**src/rtl/raster_shadow_dispatch_pkg.sv**
```systemverilog
// Shared types for the raster shadow dispatch stage.
// Override `RASTER_DISPATCH_DEPTH to change the default FIFO depth.
`ifndef RASTER_DISPATCH_DEPTH
`define RASTER_DISPATCH_DEPTH 4
`endif

package raster_shadow_dispatch_pkg;

    localparam int DISPATCH_DEPTH = `RASTER_DISPATCH_DEPTH;

    typedef enum logic [1:0] {
        ST_None,
        ST_Opaque,
        ST_Reflective,
        ST_Refractive
    } surface_type_e;

    typedef struct packed {
        surface_type_e surface_type;
        logic [11:0]   x;
        logic [11:0]   y;
        logic [23:0]   color;
        logic [31:0]   shadowing_ray;
    } raster_output_data_t;

    typedef enum logic {
        DS_Idle,
        DS_Hold
    } dispatch_state_e;

    function automatic logic is_hit(raster_output_data_t d);
        return d.surface_type != ST_None;
    endfunction

endpackage

```
**src/rtl/raster_shadow_dispatch_if.sv**
```systemverilog
// Raster-result input and shadow/shade output handshakes of the dispatch stage.
interface raster_shadow_dispatch_if;
    import raster_shadow_dispatch_pkg::*;

    logic                valid;
    raster_output_data_t in;
    logic                output_fifo_full;
    logic                shadow_fifo_full;
    logic                shade_fifo_full;
    logic                shadow_valid;
    raster_output_data_t shadow_out;
    logic                shade_valid;
    raster_output_data_t shade_out;

    modport slave (
        input  valid, in, shadow_fifo_full, shade_fifo_full,
        output output_fifo_full, shadow_valid, shadow_out, shade_valid, shade_out
    );

    modport master (
        output valid, in, shadow_fifo_full, shade_fifo_full,
        input  output_fifo_full, shadow_valid, shadow_out, shade_valid, shade_out
    );
endinterface

```
**src/rtl/raster_shadow_dispatch_fifo.sv**
```systemverilog
// Result FIFO: storage, pointers, occupancy and the registered almost-full flag.
// Almost-full reserves one slot because the raster samples it a clock before pushing.
module raster_shadow_dispatch_fifo
    import raster_shadow_dispatch_pkg::*;
#(
    parameter  int DEPTH = DISPATCH_DEPTH,
    localparam int AW    = $clog2(DEPTH),
    localparam int CW    = AW + 1
) (
    input  logic                clk,
    input  logic                resetn,
    input  logic                push,
    input  raster_output_data_t push_data,
    input  logic                pop,
    output raster_output_data_t head,
    output logic [CW-1:0]       count,
    output logic                almost_full
);

    raster_output_data_t mem [DEPTH];
    logic [AW-1:0]       wr_ptr;
    logic [AW-1:0]       rd_ptr;
    logic [CW-1:0]       count_next;
    logic                push_ok;

    // A push into a full FIFO is dropped; the raster is expected never to do this.
    assign push_ok = push && (count < CW'(DEPTH));
    assign head    = mem[rd_ptr];

    // NOTE: count_next is assigned a default first so no path leaves it unassigned (no latch).
    always_comb begin
        count_next = count;
        if (push_ok && !pop)
            count_next = count + 1'b1;
        else if (!push_ok && pop)
            count_next = count - 1'b1;
    end

    // NOTE: sequential state uses non-blocking assignments so every flop samples pre-edge values.
    always_ff @(posedge clk or negedge resetn) begin
        if (!resetn) begin
            wr_ptr      <= '0;
            rd_ptr      <= '0;
            count       <= '0;
            almost_full <= 1'b0;
        end else begin
            if (push_ok)
                wr_ptr <= wr_ptr + 1'b1;
            if (pop)
                rd_ptr <= rd_ptr + 1'b1;
            count       <= count_next;
            almost_full <= (count_next >= CW'(DEPTH - 1));
        end
    end

    // NOTE: storage is not reset; validity is tracked by count, so contents after reset are don't-care.
    always_ff @(posedge clk) begin
        if (push_ok)
            mem[wr_ptr] <= push_data;
    end

    overflow_a: assert property (@(posedge clk) disable iff (!resetn)
        !(push && count == CW'(DEPTH)));

endmodule

```
**src/rtl/raster_shadow_dispatch.sv**
```systemverilog
// Routes queued raster results: hits to the shadow unit, misses to shade, in order.
// Define RASTER_DISPATCH_PERF_EN to add the dispatch/stall performance counters.
module raster_shadow_dispatch
    import raster_shadow_dispatch_pkg::*;
#(
    parameter int DEPTH = DISPATCH_DEPTH
) (
    input  logic                    clk,
    input  logic                    resetn,
    raster_shadow_dispatch_if.slave bus
`ifdef RASTER_DISPATCH_PERF_EN
    ,
    output logic [31:0]             perf_shadow_cnt,
    output logic [31:0]             perf_bypass_cnt,
    output logic [31:0]             perf_stall_cnt
`endif
);

    dispatch_state_e         state;
    dispatch_state_e         state_next;
    raster_output_data_t     head;
    logic [$clog2(DEPTH):0]  fifo_count;
    logic                    has_entry;
    logic                    issue_shadow;
    logic                    issue_shade;
    logic                    pop;

    raster_shadow_dispatch_fifo #(.DEPTH(DEPTH)) u_fifo (
        .clk         (clk),
        .resetn      (resetn),
        .push        (bus.valid),
        .push_data   (bus.in),
        .pop         (pop),
        .head        (head),
        .count       (fifo_count),
        .almost_full (bus.output_fifo_full)
    );

    assign has_entry = (fifo_count != '0);

    always_ff @(posedge clk or negedge resetn) begin
        if (!resetn)
            state <= DS_Idle;
        else
            state <= state_next;
    end

    // Hold exists because downstream full flags lag an issue by one clock.
    always_comb begin
        state_next = state;
        case (state)
            DS_Idle: if (issue_shadow || issue_shade) state_next = DS_Hold;
            DS_Hold: state_next = DS_Idle;
            default: state_next = DS_Idle;
        endcase
    end

    // A blocked head stalls the queue; nothing behind it may overtake.
    always_comb begin
        issue_shadow = 1'b0;
        issue_shade  = 1'b0;
        if (state == DS_Idle && has_entry) begin
            if (is_hit(head))
                issue_shadow = !bus.shadow_fifo_full;
            else
                issue_shade  = !bus.shade_fifo_full;
        end
        pop = issue_shadow || issue_shade;
    end

    always_ff @(posedge clk or negedge resetn) begin
        if (!resetn) begin
            bus.shadow_valid <= 1'b0;
            bus.shade_valid  <= 1'b0;
        end else begin
            bus.shadow_valid <= issue_shadow;
            bus.shade_valid  <= issue_shade;
        end
    end

    always_ff @(posedge clk) begin
        if (issue_shadow)
            bus.shadow_out <= head;
        if (issue_shade)
            bus.shade_out <= head;
    end

`ifdef RASTER_DISPATCH_PERF_EN
    always_ff @(posedge clk or negedge resetn) begin
        if (!resetn) begin
            perf_shadow_cnt <= '0;
            perf_bypass_cnt <= '0;
            perf_stall_cnt  <= '0;
        end else begin
            if (issue_shadow)
                perf_shadow_cnt <= perf_shadow_cnt + 1'b1;
            if (issue_shade)
                perf_bypass_cnt <= perf_bypass_cnt + 1'b1;
            if (state == DS_Idle && has_entry && !pop)
                perf_stall_cnt  <= perf_stall_cnt + 1'b1;
        end
    end
`endif

endmodule

```
**src/flat_wrapper.sv**
```systemverilog
// flat-port wrapper written by rule: the top's interface ports become plain ports
module raster_shadow_dispatch_flat import raster_shadow_dispatch_pkg::*;
#(
    parameter int DEPTH = DISPATCH_DEPTH
)
  (clk, resetn, bus_valid, bus_in, bus_shadow_fifo_full, bus_shade_fifo_full, bus_output_fifo_full, bus_shadow_valid, bus_shadow_out, bus_shade_valid, bus_shade_out);
  raster_shadow_dispatch_if bus_i ();
  input  logic clk;
  input  logic resetn;
  input wire logic [$bits(bus_i.valid)-1:0] bus_valid;
  input wire logic [$bits(bus_i.in)-1:0] bus_in;
  input wire logic [$bits(bus_i.shadow_fifo_full)-1:0] bus_shadow_fifo_full;
  input wire logic [$bits(bus_i.shade_fifo_full)-1:0] bus_shade_fifo_full;
  output wire logic [$bits(bus_i.output_fifo_full)-1:0] bus_output_fifo_full;
  output wire logic [$bits(bus_i.shadow_valid)-1:0] bus_shadow_valid;
  output wire logic [$bits(bus_i.shadow_out)-1:0] bus_shadow_out;
  output wire logic [$bits(bus_i.shade_valid)-1:0] bus_shade_valid;
  output wire logic [$bits(bus_i.shade_out)-1:0] bus_shade_out;
  assign bus_i.valid = bus_valid;
  assign bus_i.in = bus_in;
  assign bus_i.shadow_fifo_full = bus_shadow_fifo_full;
  assign bus_i.shade_fifo_full = bus_shade_fifo_full;
  assign bus_output_fifo_full = bus_i.output_fifo_full;
  assign bus_shadow_valid = bus_i.shadow_valid;
  assign bus_shadow_out = bus_i.shadow_out;
  assign bus_shade_valid = bus_i.shade_valid;
  assign bus_shade_out = bus_i.shade_out;
  raster_shadow_dispatch #(.DEPTH(DEPTH)) u_core (.clk(clk), .resetn(resetn), .bus(bus_i));
endmodule
```
**config.mk**
```make
export PLATFORM = sky130hd
export DESIGN_NAME = raster_shadow_dispatch_flat
export DESIGN_NICKNAME = d
export VERILOG_FILES = /design/src/rtl/raster_shadow_dispatch_pkg.sv /design/src/rtl/raster_shadow_dispatch_if.sv /design/src/rtl/raster_shadow_dispatch_fifo.sv /design/src/rtl/raster_shadow_dispatch.sv /design/src/flat_wrapper.sv
export SDC_FILE = /design/constraint.sdc
export NUM_CORES = 1
export LEC_CHECK = 0
export CAP_MARGIN = 10
export CORE_ASPECT_RATIO = 0.7
export CORE_MARGIN = 2
export CORE_UTILIZATION = 45
export DETAILED_ROUTE_END_ITERATION = 10
export GPL_TIMING_DRIVEN = 0
export PLACE_DENSITY = 0.7
export SYNTH_ARGS = -nofsm -noshare
export SYNTH_HDL_FRONTEND = slang
export SYNTH_SLANG_ARGS = --single-unit
```
**constraint.sdc**
```tcl
create_clock -name clk -period 15.2 [get_ports clk]
set_clock_uncertainty 0.15 [all_clocks]
set_input_delay 2.28 -clock clk [delete_from_list [all_inputs] [get_ports clk]]
set_output_delay 2.28 -clock clk [all_outputs]
set_load 0.01 [all_outputs]
```
==> results.ini, run 1 <==
[run_status]
status=completed

[clock_network]
cts_max_path_buffers=3
cts.reportedPaths.clkPinSlew_ps=60
ctsHtreeMaxLevel=2
worst_skew_pair.late_latency_ps=550
cts_tree=built
ctsResizeCount=0
cts-hold-fix-buffers=0
numCtsBuffers=46
ctsRootBufferMaster=clkbuf_16
clock_sinks=503
post_cts_buffers=0

[final_layout]
mostFrequentLayoutCell=edfxtp_1
most_frequent_cells_in_the_layout=edfxtp_1, clkdlybuf4s50_1, mux4_2, clkbuf_16, clkbuf_1
area_growth_pct=28.1
drive_gt1_share_pct=17.8
final_area_um2=22400
fin_util_pct=58.3
multiInputGateArea_um2=2300
final_cell_count_no_fill=1557
n_fill_cell=2725
seqCellArea_um2=15000
finish.net_count=1088

[floorplanning]
area_of_the_core_um2=38400
die_height_um=169
rows=60
area_enclosed_by_the_die_boundary_um2=40400
io_pins=254
start_util_pct=45.5
die_w_um=239

[logic_synthesis]
synth-seq-cells=503
yosysSeqAreaShare_pct=86.2
synth_nets=764
number_of_different_library_cells_in_the_post_synthesis_netlist=34
postSynthAreaPerCell_um2=26.0
ys_warn_count=0
syn-instance-count=670
netlist_area_um2=17500

[setup_path]
timing.critical_path.from_type=primary input
critPathCaptureType=flip-flop
crit_type=primary input to flip-flop
cp_data_arrival_time_ps=4590
crit_required_ps=15260
max_fo_critical_path=42

[timing]
tightestPinTransition_ps=870
slew_headroom_pct=42.0
layout_worst_path_cycle_share_pct=29.8
timing.final.max_slew_violations=0
timing_hold_violations_final=0
setup_viol=0
final_worst_hold_slack_ps=481
max_freq_ghz=0.221
post-route-worst-setup-slack_ps=10680
grt_setup_unrepaired=no
setup_total_negative_slack_ps=0
fin_crit_period_ps=4520

[placed_design]
place_congestion=0.700
dpl.cell_count=1473
placement.setup.worst_slack_ps=10050
dpl-instance-area_um2=20900
buffer_ports.inserted=253
post-dp-hpwl_mm=21.3

[power]
peak_supply_drop_v=0.000130
reg_power_share_pct=47.5
power.leakage_nw=7.26
power.combinational.fraction_pct=26.2
net-switching-power_mw=1.08
swShare_pct=26.3
totalPowerFinal_mw=4.10
power.density_nw_per_um2=183
internal_power_mw=3.02
clockPowerShare_pct=26.3

[global_route]
grt_max_degree=53
initial_antenna_violation_count=3
first_pass_grt_wire_length_mm=49.7
grt_overflow=0
track_usage_pct=16.5
first_global_vias=8036

[route]
detail_route.wl_per_cell_um=21.2
avgViaCountPerCell=5.00
post-route-drc-count=0
ant_nets=0
detailedRoute.firstIterationViolations=499
route.vias.total=7786
drt_first_pass_iters=4
postRouteWirelength_mm=33.0

[worst_hold_path]
hold_class=flip-flop to flip-flop

[flow_run]
maximum_capacitance_violations=0

==> synth_stat cells (all sizes together) <==
cell	number	area share, %
edfxtp	492	85
mux4	82	11
buf	17	0.48
dfrtp	11	1.6
ha	7	0.50
inv	6	0.13
clkbuf	5	0.11
mux2i	5	0.29
nand2	5	0.11
xnor2	5	0.25
and2	4	0.14
o21ai	4	0.18
nand3	3	0.086
nor2	3	0.065
and3	2	0.072
nand4	2	0.072
nor2b	2	0.072
nor4	2	0.072
a211oi	1	0.043
a21o	1	0.043
a21oi	1	0.029
a311oi	1	0.050
a31oi	1	0.036
a41o	1	0.057
a41oi	1	0.050
and4	1	0.050
nor3	1	0.029
o21a	1	0.043
o31ai	1	0.043
or2	1	0.036
or4	1	0.043
==> power groups by stage <==
stage	Clock, mW	Sequential (mW)	Combinational [mW]
global route	1.16	1.97	1.16
global placement	0	2.04	1.03
CTS	1.11	1.95	1.10
floorplan	0	2.07	0.501
detailed placement	0	1.98	1.10
finish	1.08	1.95	1.07
==> logic make-up after synthesis <==
family	count (synthesis)	share of synthesized area, %
mux	87	10.9
simple gates	27	0.846
flops	503	86.2
buf+inv	28	0.717
xor+xnor	5	0.251
compound gates	13	0.574
fa+ha+maj	7	0.502
==> worst max-delay path, stage by stage <==
cell and delay, ps:
clkdlybuf4s50_1 530, nor2b_1 140, clkbuf_1 240, clkbuf_1 380
and2_4 650, buf_16 340
==> metal layers <==
metal	share of wire, %	GRT usage [%]
met4	1.5	3.97
met2	48	25.9
met5	0.039	0
met3	6.6	4.37
met1	44	23.5
==> state kept, by name (all words and copies together) (netlist names) <==
| register | cells |
|---|---|
| u_core.bus.shade_valid | 1 |
| u_core.bus.shade_out | 82 |
| u_core.u_fifo.almost_full | 1 |
| u_core.state | 1 |
| u_core.u_fifo.rd_ptr | 2 |
| u_core.bus.shadow_valid | 1 |
| u_core.u_fifo.mem | 328 |
| u_core.u_fifo.count | 3 |
| u_core.bus.shadow_out | 82 |
| u_core.u_fifo.wr_ptr | 2 |
==> worst paths after layout <==
| path | startpoint | endpoint | slack, ps | cells after the start |
|---|---|---|---|---|
| setup / recovery | bus_valid | u_core.u_fifo.mem[0][66] | 10680 | 6 |
| hold / removal | u_core.u_fifo.wr_ptr[1] | u_core.u_fifo.wr_ptr[1] | 480 | 2 |
| setup reg to reg | u_core.u_fifo.count[0] | u_core.bus.shade_out[12] | 12070 | 9 |
| hold reg to reg | u_core.u_fifo.wr_ptr[1] | u_core.u_fifo.wr_ptr[1] | 480 | 2 |
| max in group asynchronous | resetn | u_core.u_fifo.wr_ptr[0] | 12510 | 1 |
| min in group asynchronous | resetn | u_core.u_fifo.count[1] | 1970 | 1 |
==> layout make-up <==
type | instances | area share, %
diodes | 1 | 0.0112
plain buffers | 22 | 0.459
clock buffers | 60 | 5.61
clock inverters | 23 | 0.688
inverters | 6 | 0.101
multi-input cells | 139 | 10.3
flip-flops and latches | 503 | 67.3
well taps | 527 | 2.95
repair buffers | 276 | 12.6
Power figures use the tool's default switching activity.
==> run 2, diff against run 1 <==
==> constraint.sdc (replaced) <==
create_clock -name clk -period 4.6 [get_ports clk]
set_clock_uncertainty 0.15 [all_clocks]
set_input_delay 0.69 -clock clk [delete_from_list [all_inputs] [get_ports clk]]
set_output_delay 0.69 -clock clk [all_outputs]
set_load 0.01 [all_outputs]
==> run 2 against run 1 <==
Net effect: via count grew 0.90%; non-clock buffer count shrank 7; final area rose by 0.69%; global-route usage is 0.22 points higher; critical path type unchanged; critical endpoint is now u_core.u_fifo.mem[0][60]; highest routed layer unchanged.
==> results.ini, run 2 (synthesis results as in run 1) <==
[setup_path]
critPathCaptureType=flip-flop
r2r_cells=8
worst_r2r_endpoint=u_core.bus.shade_out[22]
timing.critical_path.from_type=primary input
cp_data_arrival_time_ps=3080
max_fo_critical_path=44
crit_required_ps=4670
regToRegSetupSlack_ps=1660
worst_r2r_startpoint=u_core.u_fifo.count[0]
crit_type=primary input to flip-flop

[timing]
setup_viol=0
slew_headroom_pct=43.1
post-route-worst-setup-slack_ps=1600
layout_worst_path_cycle_share_pct=65.3
tightestPinTransition_ps=854
timing_hold_violations_final=0
final_worst_hold_slack_ps=376
fin_crit_period_ps=3000
grt_setup_unrepaired=no
timing.final.max_slew_violations=0
max_freq_ghz=0.333
setup_total_negative_slack_ps=0

[floorplanning]
io_pins=254
rows=60
die_w_um=239
start_util_pct=45.5
die_height_um=169
area_of_the_core_um2=38400
area_enclosed_by_the_die_boundary_um2=40400

[placed_design]
dpl.cell_count=1466
placement.setup.worst_slack_ps=1000
dpl-instance-area_um2=21000
buffer_ports.inserted=253
place_congestion=0.726
post-dp-hpwl_mm=21.5

[clock_network]
cts.reportedPaths.clkPinSlew_ps=70
ctsResizeCount=0
ctsRootBufferMaster=clkbuf_16
cts_max_path_buffers=3
clock_sinks=503
numCtsBuffers=46
ctsHtreeMaxLevel=2
cts-hold-fix-buffers=0
post_cts_buffers=0
worst_skew_pair.late_latency_ps=550
cts_tree=built

[final_layout]
final_area_um2=22500
area_growth_pct=29.0
final_cell_count_no_fill=1550
n_fill_cell=2718
top_regs=u_core.u_fifo.mem: 328 flops, u_core.bus.shade_out: 82 flops, u_core.bus.shadow_out: 82 flops
drive_gt1_share_pct=17.8
largest_reg_flops=328
antenna_cell_count=0
most_frequent_cells_in_the_layout=edfxtp_1, clkdlybuf4s50_1, mux4_2, clkbuf_16, clkbuf_1
largest-register=u_core.u_fifo.mem
finish.net_count=1081
fin_util_pct=58.7
mostFrequentLayoutCell=edfxtp_1

[route]
detailedRoute.firstIterationViolations=505
route.vias.total=7856
drt_first_pass_iters=5
avgViaCountPerCell=5.07
post-route-drc-count=0
detail_route.wl_per_cell_um=21.4
postRouteWirelength_mm=33.2
ant_nets=0

[power]
power.leakage_nw=7.29
totalPowerFinal_mw=13.9
power.density_nw_per_um2=617
peak_supply_drop_v=0.000368

[global_route]
track_usage_pct=16.8
grt_overflow=0
first_global_vias=8236
first_pass_grt_wire_length_mm=50.0
grt_max_degree=52
initial_antenna_violation_count=2

[worst_hold_path]
hold_class=primary input to async pin

[run_status]
status=completed

[flow_run]
maximum_capacitance_violations=0

==> run 2: changes by cell type in the layout (fill, tap and decap cells not counted), sizes merged <==
| cell | before | now |
|---|---|---|
| buf | 40 | 33 |
| clkinv | 19 | 14 |
| bufinv | 2 | 6 |
| clkinvlp | 1 | 4 |
| diode | 1 | 0 |
| inv | 7 | 6 |
==> run 2: worst max-delay path, cell delays in order <==
cell	delay, ps
clkdlybuf4s50_1	510
nor2b_1	140
clkbuf_1	250
clkbuf_1	400
and2_4	710
buf_16	330
==> run 2: power breakdown <==
part           internal [mW]  switching [mW]
combinational           1.75            1.86
clock                   2.28            1.57
sequential              6.24           0.195
==> run 2: worst max path at each step <==
stage / startpoint / endpoint / slack, ps / cells after the start
after global placement: bus_shade_fifo_full / u_core.bus.shade_out[24] / -1650 / 2
final: bus_valid / u_core.u_fifo.mem[0][60] / 1600 / 6
after global routing: bus_valid / u_core.u_fifo.mem[0][52] / 1430 / 6
after floorplan: u_core.u_fifo.rd_ptr[0] / u_core.bus.shade_out[0] / 240 / 3
after CTS: u_core.u_fifo.rd_ptr[0] / u_core.bus.shade_out[33] / 1590 / 6
after detailed placement: bus_valid / u_core.u_fifo.mem[0][17] / 1000 / 6
==> run 2: area by class of cell <==
cell class              count  area, um2  area share (%)
flip-flops and latches    503      15000            66.8
repair buffers            269       2830            12.5
multi-input cells         139       2310            10.3
clock buffers              60       1270            5.63
well taps                 527        659            2.93
clock inverters            24        274            1.22
plain buffers              22        103           0.456
inverters                   6       22.5           0.100
==> run 2: metal layers <==
| metal | track usage (%) | wire, um |
|---|---|---|
| met1 | 23.4 | 14600 |
| met2 | 26.6 | 16000 |
| met3 | 4.50 | 2070 |
| met4 | 4.29 | 527 |
| met5 | 0 | 13 |
==> run 3, diff against run 2 <==
==> constraint.sdc (replaced) <==
create_clock -name clk -period 3 [get_ports clk]
set_clock_uncertainty 0.15 [all_clocks]
set_input_delay 0.45 -clock clk [delete_from_list [all_inputs] [get_ports clk]]
set_output_delay 0.45 -clock clk [all_outputs]
set_load 0.01 [all_outputs]
==> run 3 against run 2 <==
Net effect: hold slack worse by 240 ps; non-clock buffer count rose by 4; sequential power is 53% higher; via count grew 0.70%; first-iteration DRC count fell by 8.3%; power increased by 53%; sequential cell count unchanged; combinational power grew 55%; worst setup slack worse by 1300 ps; sequential share of layout area about the same; largest power group unchanged; clock power rose by 51%; final cell count increased by 0.26%.
==> results.ini, run 3 (synthesis results as in run 1) <==
[final_layout]
area_growth_pct=29.0
final_cell_count_no_fill=1554
top_regs=u_core.u_fifo.mem: 328 flops, u_core.bus.shade_out: 82 flops, u_core.bus.shadow_out: 82 flops
most_frequent_cells_in_the_layout=edfxtp_1, clkdlybuf4s50_1, mux4_2, clkbuf_16, clkbuf_1
largest-register=u_core.u_fifo.mem
largest_reg_flops=328
finish.net_count=1087
mostFrequentLayoutCell=edfxtp_1
fin_util_pct=58.7
drive_gt1_share_pct=18.0

[route]
route.vias.total=7911
detailedRoute.firstIterationViolations=463
ant_nets=0
drt_first_pass_iters=5
post-route-drc-count=0
postRouteWirelength_mm=33.5
avgViaCountPerCell=5.09
detail_route.wl_per_cell_um=21.5

[floorplanning]
rows=60
die_height_um=169
area_enclosed_by_the_die_boundary_um2=40400
io_pins=254
area_of_the_core_um2=38400
start_util_pct=45.5
die_w_um=239

[timing]
grt_setup_unrepaired=no
timing_hold_violations_final=0
slew_headroom_pct=43.0
max_freq_ghz=0.364
fin_crit_period_ps=2750
timing.final.max_slew_violations=0
tightestPinTransition_ps=855
setup_viol=0
post-route-worst-setup-slack_ps=253
layout_worst_path_cycle_share_pct=91.6

[clock_network]
worst_skew_pair.late_latency_ps=550
ctsRootBufferMaster=clkbuf_16
ctsHtreeMaxLevel=2
cts_max_path_buffers=3
clock_sinks=503
cts_tree=built
cts.reportedPaths.clkPinSlew_ps=60
numCtsBuffers=48
ctsResizeCount=0

[setup_path]
timing.critical_path.from_type=primary input
max_fo_critical_path=44
critPathCaptureType=flip-flop
cp_data_arrival_time_ps=2820
crit_required_ps=3070
crit_type=primary input to flip-flop

[power]
peak_supply_drop_v=0.000684
power.density_nw_per_um2=944
power.leakage_nw=7.30

[flow_run]
maximum_capacitance_violations=0

[placed_design]
post-dp-hpwl_mm=21.2
placement.setup.worst_slack_ps=-356
dpl.cell_count=1465
buffer_ports.inserted=253
place_congestion=0.701

[global_route]
first_global_vias=8365
grt_max_degree=50
initial_antenna_violation_count=2
grt_overflow=0
first_pass_grt_wire_length_mm=50.8
track_usage_pct=16.8

[run_status]
status=completed

[worst_hold_path]
hold_class=primary input to async pin

run 3: cell types whose count changed in the layout (fill, tap and decap cells not counted), sizes merged:
cell,change
bufinv,-1
diode,+1
clkbuf,+1
clkinv,+1
clkinvlp,-2
buf,+4
run 3: path summary, 6_finish.rpt:
path | start | to | slack [ps] | depth (start not counted)
setup / recovery | bus_valid | u_core.u_fifo.mem[1][55] | 250 | 6
hold / removal | resetn | u_core.bus.shade_valid | 130 | 1
setup reg to reg | u_core.u_fifo.rd_ptr[0] | u_core.bus.shade_out[51] | 300 | 4
hold reg to reg | u_core.u_fifo.count[2] | u_core.u_fifo.almost_full | 470 | 2
max in group asynchronous | resetn | u_core.u_fifo.almost_full | 2170 | 1
min in group clk | bus_in[0] | u_core.u_fifo.mem[2][0] | 390 | 1
run 3: per-layer routing:
layer | GRT usage [%] | vias to the layer above | part of all wire [%]
met4 | 3.94 | 2 | 1.5
met5 | 0 | - | 0.048
met3 | 4.79 | 38 | 7.0
met1 | 23.4 | 4141 | 44
met2 | 26.5 | 243 | 47
li1 | - | 3487 | -
run 3: worst max-delay path, cell delays in order:
cell and delay (ps):
clkdlybuf4s50_1 530, nor2b_1 150, clkbuf_1 250, clkbuf_1 400
and2_4 660, buf_16 320
run 3: area by class of cell:
| type | instances | area [um2] |
|---|---|---|
| Clock inverter | 22 | 228 |
| Sequential cell | 503 | 15000 |
| Buffer | 22 | 103 |
| Timing Repair Buffer | 273 | 2860 |
| Tap cell | 527 | 659 |
| Multi-Input combinational cell | 139 | 2320 |
| Fill cell | 2759 | 15800 |
| Clock buffer | 61 | 1270 |
| Antenna cell | 1 | 2.50 |
| Inverter | 6 | 22.5 |
run 3: power by group:
group | switching [mW] | total (mW) | internal (mW)
clock | 2.40 | 5.81 | 3.41
combinational | 2.86 | 5.58 | 2.72
sequential | 0.302 | 9.87 | 9.57
run 3: metrics by stage:
stage / TNS [ps] / cell area (um2) / power (mW) / hold WS, ps
finish: 0 / 22500 / 21.3 / 134
global route: 0 / 22500 / 22.2 / 141
CTS: 0 / 22500 / 21.5 / 123
detailed placement: -62200 / 21000 / 15.7 / 462
global placement: -806580 / 20700 / 15.4 / 456
floorplan: -163770 / 17500 / 13.0 / 4.41
run 3: repair_timing:
item | CTS | global route
setup endpoints to repair | 0 | 26
setup buffers | 0 | 5
hold endpoints to repair | 0 | 0
hold buffers | 0 | 0
